--- src/rtl/nco_sweep_ctrl.sv ---
// Stepped-frequency sweep sequencer feeding the NCO phase increment.
// Optional macro NCO_SWEEP_UPDOWN_EN turns loop mode into a triangle sweep.
module nco_sweep_ctrl #(
    parameter int APR     = 16,
    parameter int DWELL_W = 16
) (
    input  logic               clk,
    input  logic               reset,
    input  logic               clken,
    input  logic               start,
    input  logic               abort,
    input  logic               loop_mode,
    input  logic [APR-1:0]     f_start,
    input  logic [APR-1:0]     f_stop,
    input  logic [APR-1:0]     f_step,
    input  logic [DWELL_W-1:0] dwell,
    output logic [APR-1:0]     phi_inc_o,
    output logic               busy,
    output logic               step_strobe,
    output logic               done
);

    typedef enum logic {IDLE = 1'b0, RUN = 1'b1} state_t;

    state_t             state_q, state_d;
    logic [APR-1:0]     phi_q, phi_d;
    logic [APR-1:0]     start_q, start_d;
    logic [APR-1:0]     stop_q, stop_d;
    logic [APR-1:0]     step_q, step_d;
    logic [DWELL_W-1:0] cnt_q, cnt_d;
    logic [DWELL_W-1:0] dwell_q, dwell_d;
    logic               loop_q, loop_d;
    logic               dir_q, dir_d;      // 1 = stepping downwards
    logic               busy_q, busy_d;
    logic               strobe_q, strobe_d;
    logic               done_q, done_d;
    logic [APR-1:0]     tgt;

`ifdef NCO_SWEEP_UPDOWN_EN
    logic [APR-1:0]     tgt_q, tgt_d;
    assign tgt = tgt_q;
`else
    assign tgt = stop_q;
`endif

    // One step from cur toward target, computed one bit wider so nothing wraps;
    // any result reaching or passing the target snaps onto it.
    function automatic logic [APR-1:0] next_val(
        input logic [APR-1:0] cur,
        input logic [APR-1:0] target,
        input logic [APR-1:0] step,
        input logic           down
    );
        logic [APR:0] sum;
        logic [APR:0] diff;
        logic [APR-1:0] res;
        sum  = {1'b0, cur} + {1'b0, step};
        diff = {1'b0, cur} - {1'b0, target};
        if (step == '0) begin
            res = target;
        end else if (!down) begin
            res = (sum >= {1'b0, target}) ? target : sum[APR-1:0];
        end else begin
            res = (diff[APR] || (diff <= {1'b0, step})) ? target : (cur - step);
        end
        return res;
    endfunction

    always_comb begin
        state_d  = state_q;
        phi_d    = phi_q;
        start_d  = start_q;
        stop_d   = stop_q;
        step_d   = step_q;
        cnt_d    = cnt_q;
        dwell_d  = dwell_q;
        loop_d   = loop_q;
        dir_d    = dir_q;
        busy_d   = busy_q;
        strobe_d = 1'b0;
        done_d   = 1'b0;
`ifdef NCO_SWEEP_UPDOWN_EN
        tgt_d    = tgt_q;
`endif
        if (clken) begin
            case (state_q)
                IDLE: begin
                    if (start && !abort) begin
                        start_d  = f_start;
                        stop_d   = f_stop;
                        step_d   = f_step;
                        dwell_d  = dwell;
                        loop_d   = loop_mode;
                        dir_d    = (f_stop < f_start);
                        phi_d    = f_start;
                        cnt_d    = dwell;
                        busy_d   = 1'b1;
                        strobe_d = 1'b1;
                        state_d  = RUN;
`ifdef NCO_SWEEP_UPDOWN_EN
                        tgt_d    = f_stop;
`endif
                    end
                end
                RUN: begin
                    if (abort) begin
                        busy_d  = 1'b0;
                        state_d = IDLE;
                    end else if (cnt_q != '0) begin
                        cnt_d = cnt_q - DWELL_W'(1);
                    end else if (phi_q == tgt) begin
                        if (!loop_q) begin
                            busy_d  = 1'b0;
                            done_d  = 1'b1;
                            state_d = IDLE;
                        end else begin
`ifdef NCO_SWEEP_UPDOWN_EN
                            // Turn around at the endpoint and step away at once,
                            // so the endpoint is not dwelt on twice.
                            tgt_d = (tgt_q == stop_q) ? start_q : stop_q;
                            dir_d = ~dir_q;
                            phi_d = next_val(phi_q, tgt_d, step_q, dir_d);
`else
                            phi_d = start_q;
`endif
                            cnt_d    = dwell_q;
                            strobe_d = 1'b1;
                        end
                    end else begin
                        phi_d    = next_val(phi_q, tgt, step_q, dir_q);
                        cnt_d    = dwell_q;
                        strobe_d = 1'b1;
                    end
                end
                default: state_d = IDLE;
            endcase
        end
    end

    always_ff @(posedge clk) begin
        if (reset) begin
            state_q  <= IDLE;
            phi_q    <= '0;
            start_q  <= '0;
            stop_q   <= '0;
            step_q   <= '0;
            cnt_q    <= '0;
            dwell_q  <= '0;
            loop_q   <= 1'b0;
            dir_q    <= 1'b0;
            busy_q   <= 1'b0;
            strobe_q <= 1'b0;
            done_q   <= 1'b0;
`ifdef NCO_SWEEP_UPDOWN_EN
            tgt_q    <= '0;
`endif
        end else begin
            state_q  <= state_d;
            phi_q    <= phi_d;
            start_q  <= start_d;
            stop_q   <= stop_d;
            step_q   <= step_d;
            cnt_q    <= cnt_d;
            dwell_q  <= dwell_d;
            loop_q   <= loop_d;
            dir_q    <= dir_d;
            busy_q   <= busy_d;
            strobe_q <= strobe_d;
            done_q   <= done_d;
`ifdef NCO_SWEEP_UPDOWN_EN
            tgt_q    <= tgt_d;
`endif
        end
    end

    assign phi_inc_o   = phi_q;
    assign busy        = busy_q;
    assign step_strobe = strobe_q;
    assign done        = done_q;

endmodule
--- config.mk ---
export PLATFORM = sky130hd
export DESIGN_NAME = nco_sweep_ctrl
export DESIGN_NICKNAME = d
export VERILOG_FILES = /design/src/rtl/nco_sweep_ctrl.sv
export SDC_FILE = /design/constraint.sdc
export NUM_CORES = 1
export LEC_CHECK = 0
export BUFFER_PORTS_ARGS = -buffer_cell sky130_fd_sc_hd__buf_4
export CAP_MARGIN = 20
export CORE_MARGIN = 1.5
export CORE_UTILIZATION = 40
export CTS_BUF_LIST = sky130_fd_sc_hd__clkbuf_4 sky130_fd_sc_hd__clkbuf_8 sky130_fd_sc_hd__clkbuf_16
export DETAILED_ROUTE_END_ITERATION = 8
export PLACE_DENSITY = 0.68
export SLEW_MARGIN = 20
export SYNTH_ARGS = -nofsm -noshare
export SYNTH_HDL_FRONTEND = slang
export SYNTH_SLANG_ARGS = --single-unit
--- constraint.sdc ---
create_clock -name clk -period 13.3 [get_ports clk]
set_clock_uncertainty 0.1 [all_clocks]
set_input_delay 1.995 -clock clk [delete_from_list [all_inputs] [get_ports clk]]
set_output_delay 1.995 -clock clk [all_outputs]
set_load 0.005 [all_outputs]
=== Word-level counts from Yosys, hierarchy flattened ===
Cells that the tools add are included.

* Add/subtract/negate cells: 4
* $lt $le $gt $ge: 3
* Equal/unequal tests: 9
* Mux-type cells: 32
* Bitwise gates (word level): 3
* Reductions and logical operators: 11

{| class="wikitable"
|+ Operators by type and width
! kind !! number
|-
| $mux 16 || 14
|-
| $pmux 16 s2 || 2
|-
| $add 16x16->17 || 1
|-
| $ge 17x16->1 || 1
|-
| $le 17x16->1 || 1
|-
| $sub 16x16->17 || 1
|-
| $eq 16x16->1 || 1
|-
| $logic_not 16->1 || 1
|-
| $lt 16x16->1 || 1
|-
| $reduce_bool 16->1 || 1
|-
| $sub 16x1->16 const B || 1
|-
| $sub 16x16->16 || 1
|-
| $mux 1 || 13
|-
| $reduce_and 5->1 || 2
|-
| $ne 3x3->1 const B || 3
|-
| $ne 2x2->1 const B || 3
|-
| $pmux 1 s2 || 3
|-
| $reduce_or 6->1 || 1
|-
| $ne 4x4->1 const B || 1
|-
| $reduce_and 4->1 || 1
|-
| $ne 3x2->1 const B || 1
|-
| $not 1->1 || 3
|-
| $reduce_and 3->1 || 1
|-
| $reduce_or 2->1 || 1
|-
| 3 further kinds || 3
|}

* Bits in registers: 102
* Bits of input ports: 70
* Word-level logic and storage cells: 74

=== Longest topological paths before layout ===
Gate-level depths: netlist of the first run.

* Word-level depth: 10
* Depth in mapped cells: 21

=== Worst setup path after synthesis of the first run ===
OpenSTA, ideal clock, no wires.

* Path type: register to register
* Start: register phi_q[1] (netlist: phi_inc_o[1])
* End: register phi_q[10] (netlist: phi_inc_o[10])
* Setup time: 0.128 ns
* Data arrival time: 4.233 ns
* Data required time: 13.072 ns
* Setup slack: 8.839 ns
* Stages on the path, launching flop included: 21
* Path buffers: 1
* Clock period less this slack: 4.461 ns
* Path through: dfxtp_1 inv_1 fa_1 nor2b_1 o21ai_0 nand2b_1 a211oi_1 o21ai_0 a21o_1 a21oi_1 xnor2_1 ha_1 a21o_1 a211oi_1 o2111a_1 a2111oi_0 o21a_1 buf_2 mux2_2 a22oi_1 o211ai_1

* Word-level cells in the longest chain between the ends: 10

{| class="wikitable"
|+ Ends and longest elaborated chain
! element !! RTL line !! source
|-
| start: declaration || 26 || <nowiki>logic [APR-1:0] phi_q, phi_d;</nowiki>
|-
| start signal: assignment || 159 || <nowiki>phi_q <= phi_d;</nowiki>
|-
| $sub 16x16->17 || 58 || <nowiki>diff = {1'b0, cur} - {1'b0, target};</nowiki>
|-
| $le 17x16->1 || 64 || <nowiki>res = (diff[APR] || (diff <= {1'b0, step})) ? target : (cur - step);</nowiki>
|-
| $logic_or 1x1->1 || 64 ||
|-
| $mux 16 || 64 ||
|-
| $mux 16 || 61 || <nowiki>end else if (!down) begin</nowiki>
|-
| $mux 16 || 59 || <nowiki>if (step == '0) begin</nowiki>
|-
| $mux 16 || 111 || <nowiki>end else if (phi_q == tgt) begin</nowiki>
|-
| $mux 16 || 109 || <nowiki>end else if (cnt_q != '0) begin</nowiki>
|-
| $mux 16 || 106 || <nowiki>if (abort) begin</nowiki>
|-
| $pmux 16 s2 || 86 || <nowiki>case (state_q)</nowiki>
|}

Several ways; a longest one is shown, not always the timed one. The select of a mux whose other input is x is not followed.
A chain may end at the register's enable or synchronous reset.

=== Final worst setup path of the first run ===
* Start: register phi_q[1] (netlist: phi_inc_o[1])
* End: register phi_q[11] (netlist: phi_inc_o[11])

The elaborated chain is that of the path after synthesis.

==> results of run 1 <==
## through the flow
step,instances,total power (uW),hold WS [ns],setup slack (ns),utilization [%]
floorplan,1107,623,0.336,8.84,-
global placement,1411,733,0.343,8.28,44.9
detailed placement,1411,736,0.347,8.15,44.9
CTS,1427,1020,0.358,8.12,46.5
global route,1427,1080,0.375,7.64,46.5
finish,1427,1020,0.357,8.05,46.5
## worst register-to-register path, delay by kind of cell (launching register included)
family / cells / cell delay (ns)
AO/OA/AOI/OAI: 12 / 2.95
XOR/XNOR: 1 / 0.14
adder cells (fa/ha/maj): 2 / 0.79
buffers and inverters: 1 / 0.15
flip-flops: 1 / 0.51
AND/OR/NAND/NOR: 3 / 0.52
## final cells by class
class / count / area, sq um / share of cell area (%)
Clock buffer: 9 / 225 / 2.40
Clock inverter: 7 / 91.3 / 0.972
Inverter: 71 / 267 / 2.83
Multi-Input combinational cell: 872 / 5720 / 60.8
Sequential cell: 102 / 2040 / 21.7
Tap cell: 270 / 338 / 3.59
Timing Repair Buffer: 96 / 721 / 7.67
## routing by layer
| layer | vias to the layer above | part of all wire, % | GRT usage [%] |
|---|---|---|---|
| met5 | - | 0 | 0 |
| met4 | 0 | 1.8 | 6.67 |
| met3 | 34 | 5.1 | 2.98 |
| met2 | 227 | 46 | 37.8 |
| met1 | 3793 | 47 | 31.8 |
| li1 | 4003 | - | - |
## state kept, by name, indices dropped and copies added, names as in the netlist, 16 cells and up
register,count
dwell_q,16
cnt_q,16
start_q,16
phi_inc_o,16
step_q,16
stop_q,16
## how the worst max path moves through the flow
stage               cells after the start                          to  slack, ns                       from
global route                           19  phi_inc_o[13]$_SDFFE_PP0P_       7.64  phi_inc_o[1]$_SDFFE_PP0P_
detailed placement                     19  phi_inc_o[13]$_SDFFE_PP0P_       8.15  phi_inc_o[1]$_SDFFE_PP0P_
global placement                       19  phi_inc_o[13]$_SDFFE_PP0P_       8.28  phi_inc_o[1]$_SDFFE_PP0P_
finish                                 19  phi_inc_o[11]$_SDFFE_PP0P_       8.05  phi_inc_o[1]$_SDFFE_PP0P_
CTS                                    19  phi_inc_o[13]$_SDFFE_PP0P_       8.12  phi_inc_o[1]$_SDFFE_PP0P_
floorplan                              20  phi_inc_o[10]$_SDFFE_PP0P_       8.84  phi_inc_o[1]$_SDFFE_PP0P_
## report_power, final
part,switching (uW),internal (uW),leakage (uW)
logic,238,166,0.00288
registers,15.9,318,0.000830
clock network,134,151,0.000151
## kinds of logic after synthesis
kind of cell / synth area share, %
XOR/XNOR: 5.40
buffers and inverters: 6.34
AO/OA/AOI/OAI: 24.7
AND/OR/NAND/NOR: 22.0
flip-flops: 24.7
multiplexers: 1.59
adder cells (fa/ha/maj): 15.3
## layout by cell type (no fill, tap or decap), types with 5 or more instances in the layout
cell type and count:
a211oi_1 34, o31a_1 6, o21ai_0 34, o211ai_1 13, nand2b_1 16, o31ai_1 5
nand4_1 11, nor2b_1 15, o221ai_1 6, a21o_1 18, o21a_1 10, xnor2_1 42
buf_4 96, a221oi_1 6, dfxtp_1 102, inv_1 71, o21bai_1 7, nor4_1 11
nand2_1 175, nor2_1 89, nor3_1 28, a311oi_1 6, mux2i_1 12, nand3_1 23
a31oi_1 6, ha_1 96, a21oi_1 125, clkbuf_16 9, xor2_1 9
==> results_dict.tcl, run 1 <==
set metrics [dict create \
    mappedNetlistArea_sq_mm 0.00827 \
    crit_slowest_cell "a2111oi_0" \
    cp-start-kind "flip-flop" \
    grt-ovfl-total 0 \
    synth-seq-cells 102 \
    wirelength_mm 24.9 \
    row_count 52 \
    drv_slew 0 \
    fin_crit_sh_pct 39.5 \
    critPathMaxFanout 11 \
    ant_nets 0 \
    cts_buffers 9 \
    path_clk_slew_ns 0.08 \
    p_per_area_mw_per_mm2 109 \
    grt_pass1_wl_mm 39.7 \
    fin_setup_tns_ns 0 \
    async_flop_share_pct 0 \
    fp.dieH_um 147 \
    crit_family "compound AO/OA/AOI/OAI gates" \
    cts_resized 0 \
    clkLatencyLatePin_ns 0.36 \
    maxCapViolCount 0 \
    endpoint_kind "flip-flop" \
    ir_drop_mv 0.0603 \
    dominantRegCellSynth "dfxtp_1" \
    worstPathBufferInverterCount 1 \
    min_period_ns 5.25 \
    drcViolationCount 0 \
    dieArea_sq_mm 0.0215 \
    synth_common_cells "nand2_1, a21oi_1, dfxtp_1" \
    ios 89 \
    clock-sinks 102 \
    drt_iter0_drc 598 \
    antenna_found_initial 0 \
    core_area_sq_mm 0.0202 \
    ys_seq_area_share_pct 24.7 \
    min_from "dwell_q[7]$_SDFFE_PP0P_" \
    hp-class "reg -> reg" \
    synth_top_area_cell "dfxtp_1" \
    nets 1321 \
    layout-drive-gt1-share_pct 11.3 \
    cts_setup_buffers 0 \
    vias_per_cell 5.65 \
    grt_usage_pct 23.1 \
    yosysTopAreaCellShare_pct 24.7 \
    synth.area.top_cells "dfxtp_1, ha_1, nand2_1, a21oi_1, xnor2_1" \
    r2r-end "phi_inc_o[11]$_SDFFE_PP0P_" \
    cts_hold_buffers 0 \
    cts.path.max_buffers 2 \
    reg2reg_slack_ns 8.05 \
    synth_edf_count 0 \
    fin_area_sq_mm 0.00940 \
    ys_types 67 \
    grt_pass1_vias 7568 \
    cts_max_level 3 \
    leakagePower_uw 0.00386 \
    relSlewSlack_pct 30.6 \
    grt_max_degree 92 \
    syn_avg_cell_area_sq_um 7.47 \
    hold_end "dwell_q[7]$_SDFFE_PP0P_" \
    clockRootBuffer "clkbuf_16" \
    post_drt_wl_per_cell_um 17.5 \
    cp_data_arrival_time_ns 5.42 \
    crit_type "reg -> reg" \
    fp.dieW_um 147 \
    r2r_start "phi_inc_o[1]$_SDFFE_PP0P_" \
    worst_slew_pin_slew_ns 1.04 \
    worstPathCellList "inv_1 -> fa_1 -> nor2b_1 -> o21ai_0 -> nand2b_1 -> a211oi_1 -> o21ai_0 -> a21o_1 -> a21oi_1 -> xnor2_1 -> ha_1 -> a21o_1 -> a211oi_1 -> o2111a_1 -> a2111oi_0 -> o2111a_1 -> or2_2 -> o221ai_1 -> o22ai_1" \
    diodes 0 \
    dpl.hpwl_mm 18.9 \
    final-hold-violation-count 0 \
    drtPass1Iterations 7 \
    clock.fmax_ghz 0.191 \
    r2r_cells 19 \
    syn_inst 1107 \
    start_util_pct 40.8 \
    holdPathStages 2 \
    vias 8057 \
    cts_tree "built" \
    yosysWarnings 0 \
    post_dp_cell_area_sq_mm 0.00908 \
    synth_nets 1276 \
    crit_required_ns 13.47 \
    place.gp.congestion 0.992 \
    status "completed" \
    nFillCells 2059 \
    setup_violations 0 \
    port_buffers 88 \
    synth.most_common_cell "nand2_1" \
    syn_to_final_growth_pct 13.7 \
    rsz0062_at_grt "false" \
    max_stage_delay_ns 0.71 \
]
(Power assumes the default switching activity.)
==> run 2, diff against run 1 <==
==> constraint.sdc (replaced) <==
create_clock -name clk -period 5.51 [get_ports clk]
set_clock_uncertainty 0.1 [all_clocks]
set_input_delay 0.8265 -clock clk [delete_from_list [all_inputs] [get_ports clk]]
set_output_delay 0.8265 -clock clk [all_outputs]
set_load 0.005 [all_outputs]
==> run 2 against run 1 <==
  * Via count is essentially flat
  * Sequential share of layout area decreased by 0.11 points
  * First-iteration DRC count is 23% lower
  * Critical path depth is 1 lower
  * Register-to-register slack got worse by 7.5 ns
  * Hold slack hardly changed
  * Combinational power rose by 150%
  * Final area increased by 0.52%
  * Final cell count rose by 0.14%
  * Total power grew 150%
  * Critical endpoint is now phi_inc_o[15]$_SDFFE_PP0P_
  * Largest cell class unchanged
==> results_dict.tcl, run 2 (synthesis results as in run 1) <==
set metrics [dict create \
    status "completed" \
    drv_slew 0 \
    min_period_ns 4.99 \
    post_dp_cell_area_sq_mm 0.00910 \
    clock.fmax_ghz 0.200 \
    worst_slew_pin_slew_ns 0.850 \
    leakagePower_uw 0.00389 \
    cp-start-kind "flip-flop" \
    nets 1323 \
    setup_violations 0 \
    grt-ovfl-total 0 \
    ant_nets 0 \
    fp.dieW_um 147 \
    crit_required_ns 5.68 \
    dpl.hpwl_mm 18.8 \
    cts_hold_buffers 0 \
    wirelength_mm 24.8 \
    cts_setup_buffers 0 \
    nFillCells 2073 \
    p_per_area_mw_per_mm2 269 \
    relSlewSlack_pct 43.1 \
    start_util_pct 40.8 \
    rsz0062_at_grt "false" \
    clkLatencyLatePin_ns 0.36 \
    core_area_sq_mm 0.0202 \
    final_cell_mix "nand2_1, a21oi_1, dfxtp_1" \
    cts.path.max_buffers 2 \
    post_drt_wl_per_cell_um 17.3 \
    grt_usage_pct 23.0 \
    clock-sinks 102 \
    syn_to_final_growth_pct 14.3 \
    cts_resized 0 \
    grt_pass1_vias 7594 \
    fin_crit_sh_pct 90.6 \
    hp-class "reg -> reg" \
    path_clk_slew_ns 0.08 \
    place.gp.congestion 0.918 \
    cp_data_arrival_time_ns 5.16 \
    diodes 0 \
    port_buffers 88 \
    final-hold-violation-count 0 \
    fp.dieH_um 147 \
    max_stage_delay_ns 0.62 \
    dieArea_sq_mm 0.0215 \
    worst_slack_ns 0.517 \
    layout-drive-gt1-share_pct 11.5 \
    ios 89 \
    power_uw 2540 \
    place_ws_ns 0.371 \
    drt_iter0_drc 460 \
    worstPathCellList "ha_1 -> nor2b_1 -> o21ai_0 -> nand2b_1 -> a211oi_1 -> o21ai_1 -> a21o_1 -> a21oi_1 -> xnor2_1 -> ha_1 -> a21o_1 -> a211oi_1 -> o2111a_1 -> a2111oi_1 -> o2111a_1 -> o311ai_1 -> a41o_1 -> a311oi_1" \
    crit_slowest_cell "a2111oi_1" \
    critPathMaxFanout 11 \
    row_count 52 \
    final_common_cell "nand2_1" \
    vias_per_cell 5.63 \
    antenna_found_initial 0 \
    clockRootBuffer "clkbuf_16" \
    drcViolationCount 0 \
    drtPass1Iterations 5 \
    grt_pass1_wl_mm 39.5 \
    ir_drop_mv 0.183 \
    vias 8049 \
    crit_type "reg -> reg" \
    cts_buffers 9 \
    fin_area_sq_mm 0.00945 \
    grt_max_degree 73 \
    fin_setup_tns_ns 0 \
    cts_tree "built" \
    endpoint_kind "flip-flop" \
    maxCapViolCount 0 \
    cts_max_level 3 \
]
run 2: changes by cell type in the layout (fill, tap and decap cells not counted), sizes merged:
cell | previous run | this run
buf | 96 | 98
bufinv | 1 | 2
clkinvlp | 1 | 0
run 2: power breakdown:
group / switching (uW) / internal, uW / leakage, uW / total (uW)
combinational: 579 / 410 / 0.00289 / 990
clock: 333 / 415 / 0.000170 / 748
sequential: 37.7 / 767 / 0.000830 / 805
run 2: final timing paths:
check	start	to	slack, ns	cells past startpoint
max	phi_inc_o[2]$_SDFFE_PP0P_	phi_inc_o[15]$_SDFFE_PP0P_	0.52	18
min	start_q[1]$_SDFFE_PP0P_	start_q[1]$_SDFFE_PP0P_	0.36	2
max reg2reg	phi_inc_o[2]$_SDFFE_PP0P_	phi_inc_o[15]$_SDFFE_PP0P_	0.52	18
min reg2reg	start_q[1]$_SDFFE_PP0P_	start_q[1]$_SDFFE_PP0P_	0.36	2
run 2: metal layers:
layer	vias to the layer above	GRT usage [%]	part of all wire [%]
met3	36	3.60	5.1
met1	3762	30.7	46
met4	0	6.97	2.2
met2	231	38.0	46
met5	-	0	0
li1	4020	-	-
run 2: layout make-up:
type	instances	area [sq um]	share of cell area (%)
clock buffer	9	225	2.38
clock inverter	7	124	1.31
inverter	71	267	2.82
multi-input combinational	872	5720	60.5
sequential	102	2040	21.6
tap	270	338	3.57
timing repair buffer	98	736	7.78
run 2: through the flow:
step	hold slack, ns	utilization (%)	cells
final	0.357	46.7	1429
after CTS	0.359	46.7	1429
after global placement	0.343	45.0	1413
after floorplan	0.336	-	1107
after detailed placement	0.347	45.0	1413
after global routing	0.376	46.7	1429
run 2: worst max-delay path: cells and delay by family, from the launching register on:
family / cells / cell delay [ns]
and+or+nand+nor: 2 / 0.30
DFF: 1 / 0.45
AOI/OAI and AO/OA: 13 / 3.34
adders and majority gates: 2 / 0.63
xor gates and xnor gates: 1 / 0.09
==> run 3, diff against run 2 <==
==> constraint.sdc (replaced) <==
create_clock -name clk -period 5.51 [get_ports clk]
set_clock_uncertainty 0.1 [all_clocks]
set_input_delay 0.2755 -clock clk [delete_from_list [all_inputs] [get_ports clk]]
set_output_delay 0.2755 -clock clk [all_outputs]
set_load 0.005 [all_outputs]
==> run 3 against run 2 <==
  * Sequential share of layout area increased by 0.063 points
  * Utilization down 0.14 points
  * Combinational power about the same
  * Sequential cell count stayed put
  * Critical path type unchanged
==> results_dict.tcl, run 3 (synthesis results as in run 1) <==
set metrics [dict create \
    status "completed" \
    cts.path.max_buffers 2 \
    rsz0062_at_grt "false" \
    power_frac_clock_pct 28.8 \
    dieArea_sq_mm 0.0215 \
    ant_nets 0 \
    swShare_pct 38.7 \
    place.gp.congestion 0.916 \
    drcViolationCount 0 \
    holdPathStages 3 \
    vias 8088 \
    final_cell_mix "nand2_1, a21oi_1, dfxtp_1" \
    p_per_area_mw_per_mm2 268 \
    power_uw 2530 \
    final_common_cell "nand2_1" \
    start_util_pct 40.8 \
    cts_hold_buffers 0 \
    diodes 0 \
    endpoint_kind "flip-flop" \
    leakagePower_uw 0.00388 \
    combPwrFrac_pct 39.3 \
    vias_per_cell 5.66 \
    port_buffers 88 \
    p_switching_uw 978 \
    fin_area_sq_mm 0.00942 \
    r2r_cells 19 \
    fp.dieW_um 147 \
    crit_type "reg -> reg" \
    crit_required_ns 5.67 \
    wirelength_mm 25.2 \
    r2r-end "phi_inc_o[7]$_SDFFE_PP0P_" \
    fin_crit_sh_pct 92.4 \
    clock-sinks 102 \
    clkLatencyLatePin_ns 0.37 \
    r2r_start "phi_inc_o[1]$_SDFFE_PP0P_" \
    cts_tree "built" \
    grt_pass1_wl_mm 40.5 \
    layout-drive-gt1-share_pct 11.5 \
    post_dp_cell_area_sq_mm 0.00910 \
    relSlewSlack_pct 38.1 \
    core_area_sq_mm 0.0202 \
    ir_drop_mv 0.186 \
    internal-power_uw 1550 \
    fin_setup_tns_ns 0 \
    p_seq_share_pct 31.9 \
    drv_slew 0 \
    grt_pass1_vias 7630 \
    clockRootBuffer "clkbuf_16" \
    cp_data_arrival_time_ns 5.26 \
    final_util_pct 46.6 \
    cts_max_level 3 \
    hold_end "step_q[6]$_SDFFE_PP0P_" \
    critPathMaxFanout 7 \
    hp-class "in -> reg" \
    post_drt_wl_per_cell_um 17.6 \
    setup_violations 0 \
    min_period_ns 5.09 \
    clock.fmax_ghz 0.196 \
    final-hold-violation-count 0 \
    worst_slew_pin_slew_ns 0.929 \
    drtPass1Iterations 5 \
    grt_usage_pct 23.5 \
    nets 1323 \
    maxCapViolCount 0 \
    reg2reg_slack_ns 0.42 \
    cts_buffers 9 \
    grt_max_degree 85 \
    drt_iter0_drc 582 \
    syn_to_final_growth_pct 14.0 \
    fp.dieH_um 147 \
    dpl.hpwl_mm 18.9 \
    crit_start "phi_inc_o[1]$_SDFFE_PP0P_" \
    antenna_found_initial 0 \
    min_from "f_step[6]" \
    ios 89 \
    path_clk_slew_ns 0.09 \
    worst_slack_ns 0.418 \
    row_count 52 \
    cp-start-kind "flip-flop" \
    place_ws_ns 0.371 \
    grt-ovfl-total 0 \
]
==> run 3: final cells by class <==
type	instances	area, sq um
Tap cell	270	338
Timing Repair Buffer	98	736
Inverter	71	267
Multi-Input combinational cell	872	5720
Clock inverter	7	96.3
Clock buffer	9	225
Sequential cell	102	2040
Fill cell	2042	10800
==> run 3: how the worst max path moves through the flow <==
stage,to,slack [ns],cells past startpoint
after global placement,phi_inc_o[15]$_SDFFE_PP0P_,0.49,19
final,phi_inc_o[7]$_SDFFE_PP0P_,0.42,19
after detailed placement,phi_inc_o[15]$_SDFFE_PP0P_,0.37,19
after floorplan,phi_inc_o[10]$_SDFFE_PP0P_,1.05,20
after global routing,phi_inc_o[15]$_SDFFE_PP0P_,0.05,19
after CTS,phi_inc_o[15]$_SDFFE_PP0P_,0.37,19
==> run 3: layer usage <==
metal | part of all wire (%) | wire length [um] | GRT usage, %
met2 | 47 | 11700 | 39.0
met1 | 47 | 11800 | 31.9
met3 | 5.1 | 1280 | 2.89
met5 | 0 | 0 | 0
met4 | 1.8 | 442 | 7.27
==> run 3: power by group through the flow <==
stage	clock network (uW)	logic, uW	registers [uW]
after floorplan	0	694	809
after global placement	0	960	821
after detailed placement	0	968	822
after CTS	735	975	805
after global routing	763	1090	810
final	729	993	805
==> run 3: what timing repair did <==
| action | CTS | global route |
|---|---|---|
| gates resized for setup | 0 | 1 |
| endpoints found under the setup margin | 0 | 2 |
| buffers inserted | 0 | 0 |
==> run 3: metrics by stage <==
stage / hold WS [ns] / instances
6_report: 0.0382 / 1429
5_1_grt: 0.0456 / 1429
4_1_cts: 0.0414 / 1429
3_5_place_dp: 0.347 / 1413
3_3_place_gp: 0.343 / 1413
2_1_floorplan: 0.272 / 1107
==> run 3: worst max-delay path, stage by stage, from the launching register on <==
cell	delay (ns)
dfxtp_1	0.53
inv_1	0.16
fa_1	0.47
nor2b_1	0.12
o21ai_0	0.08
nand2b_1	0.15
a211oi_1	0.14
o21ai_0	0.48
a21o_1	0.20
a21oi_1	0.07
xnor2_1	0.14
ha_1	0.32
a21o_1	0.13
a211oi_1	0.06
o2111a_1	0.12
a2111oi_1	0.62
o21ai_0	0.40
o31ai_1	0.34
a211oi_1	0.08
o31a_1	0.30
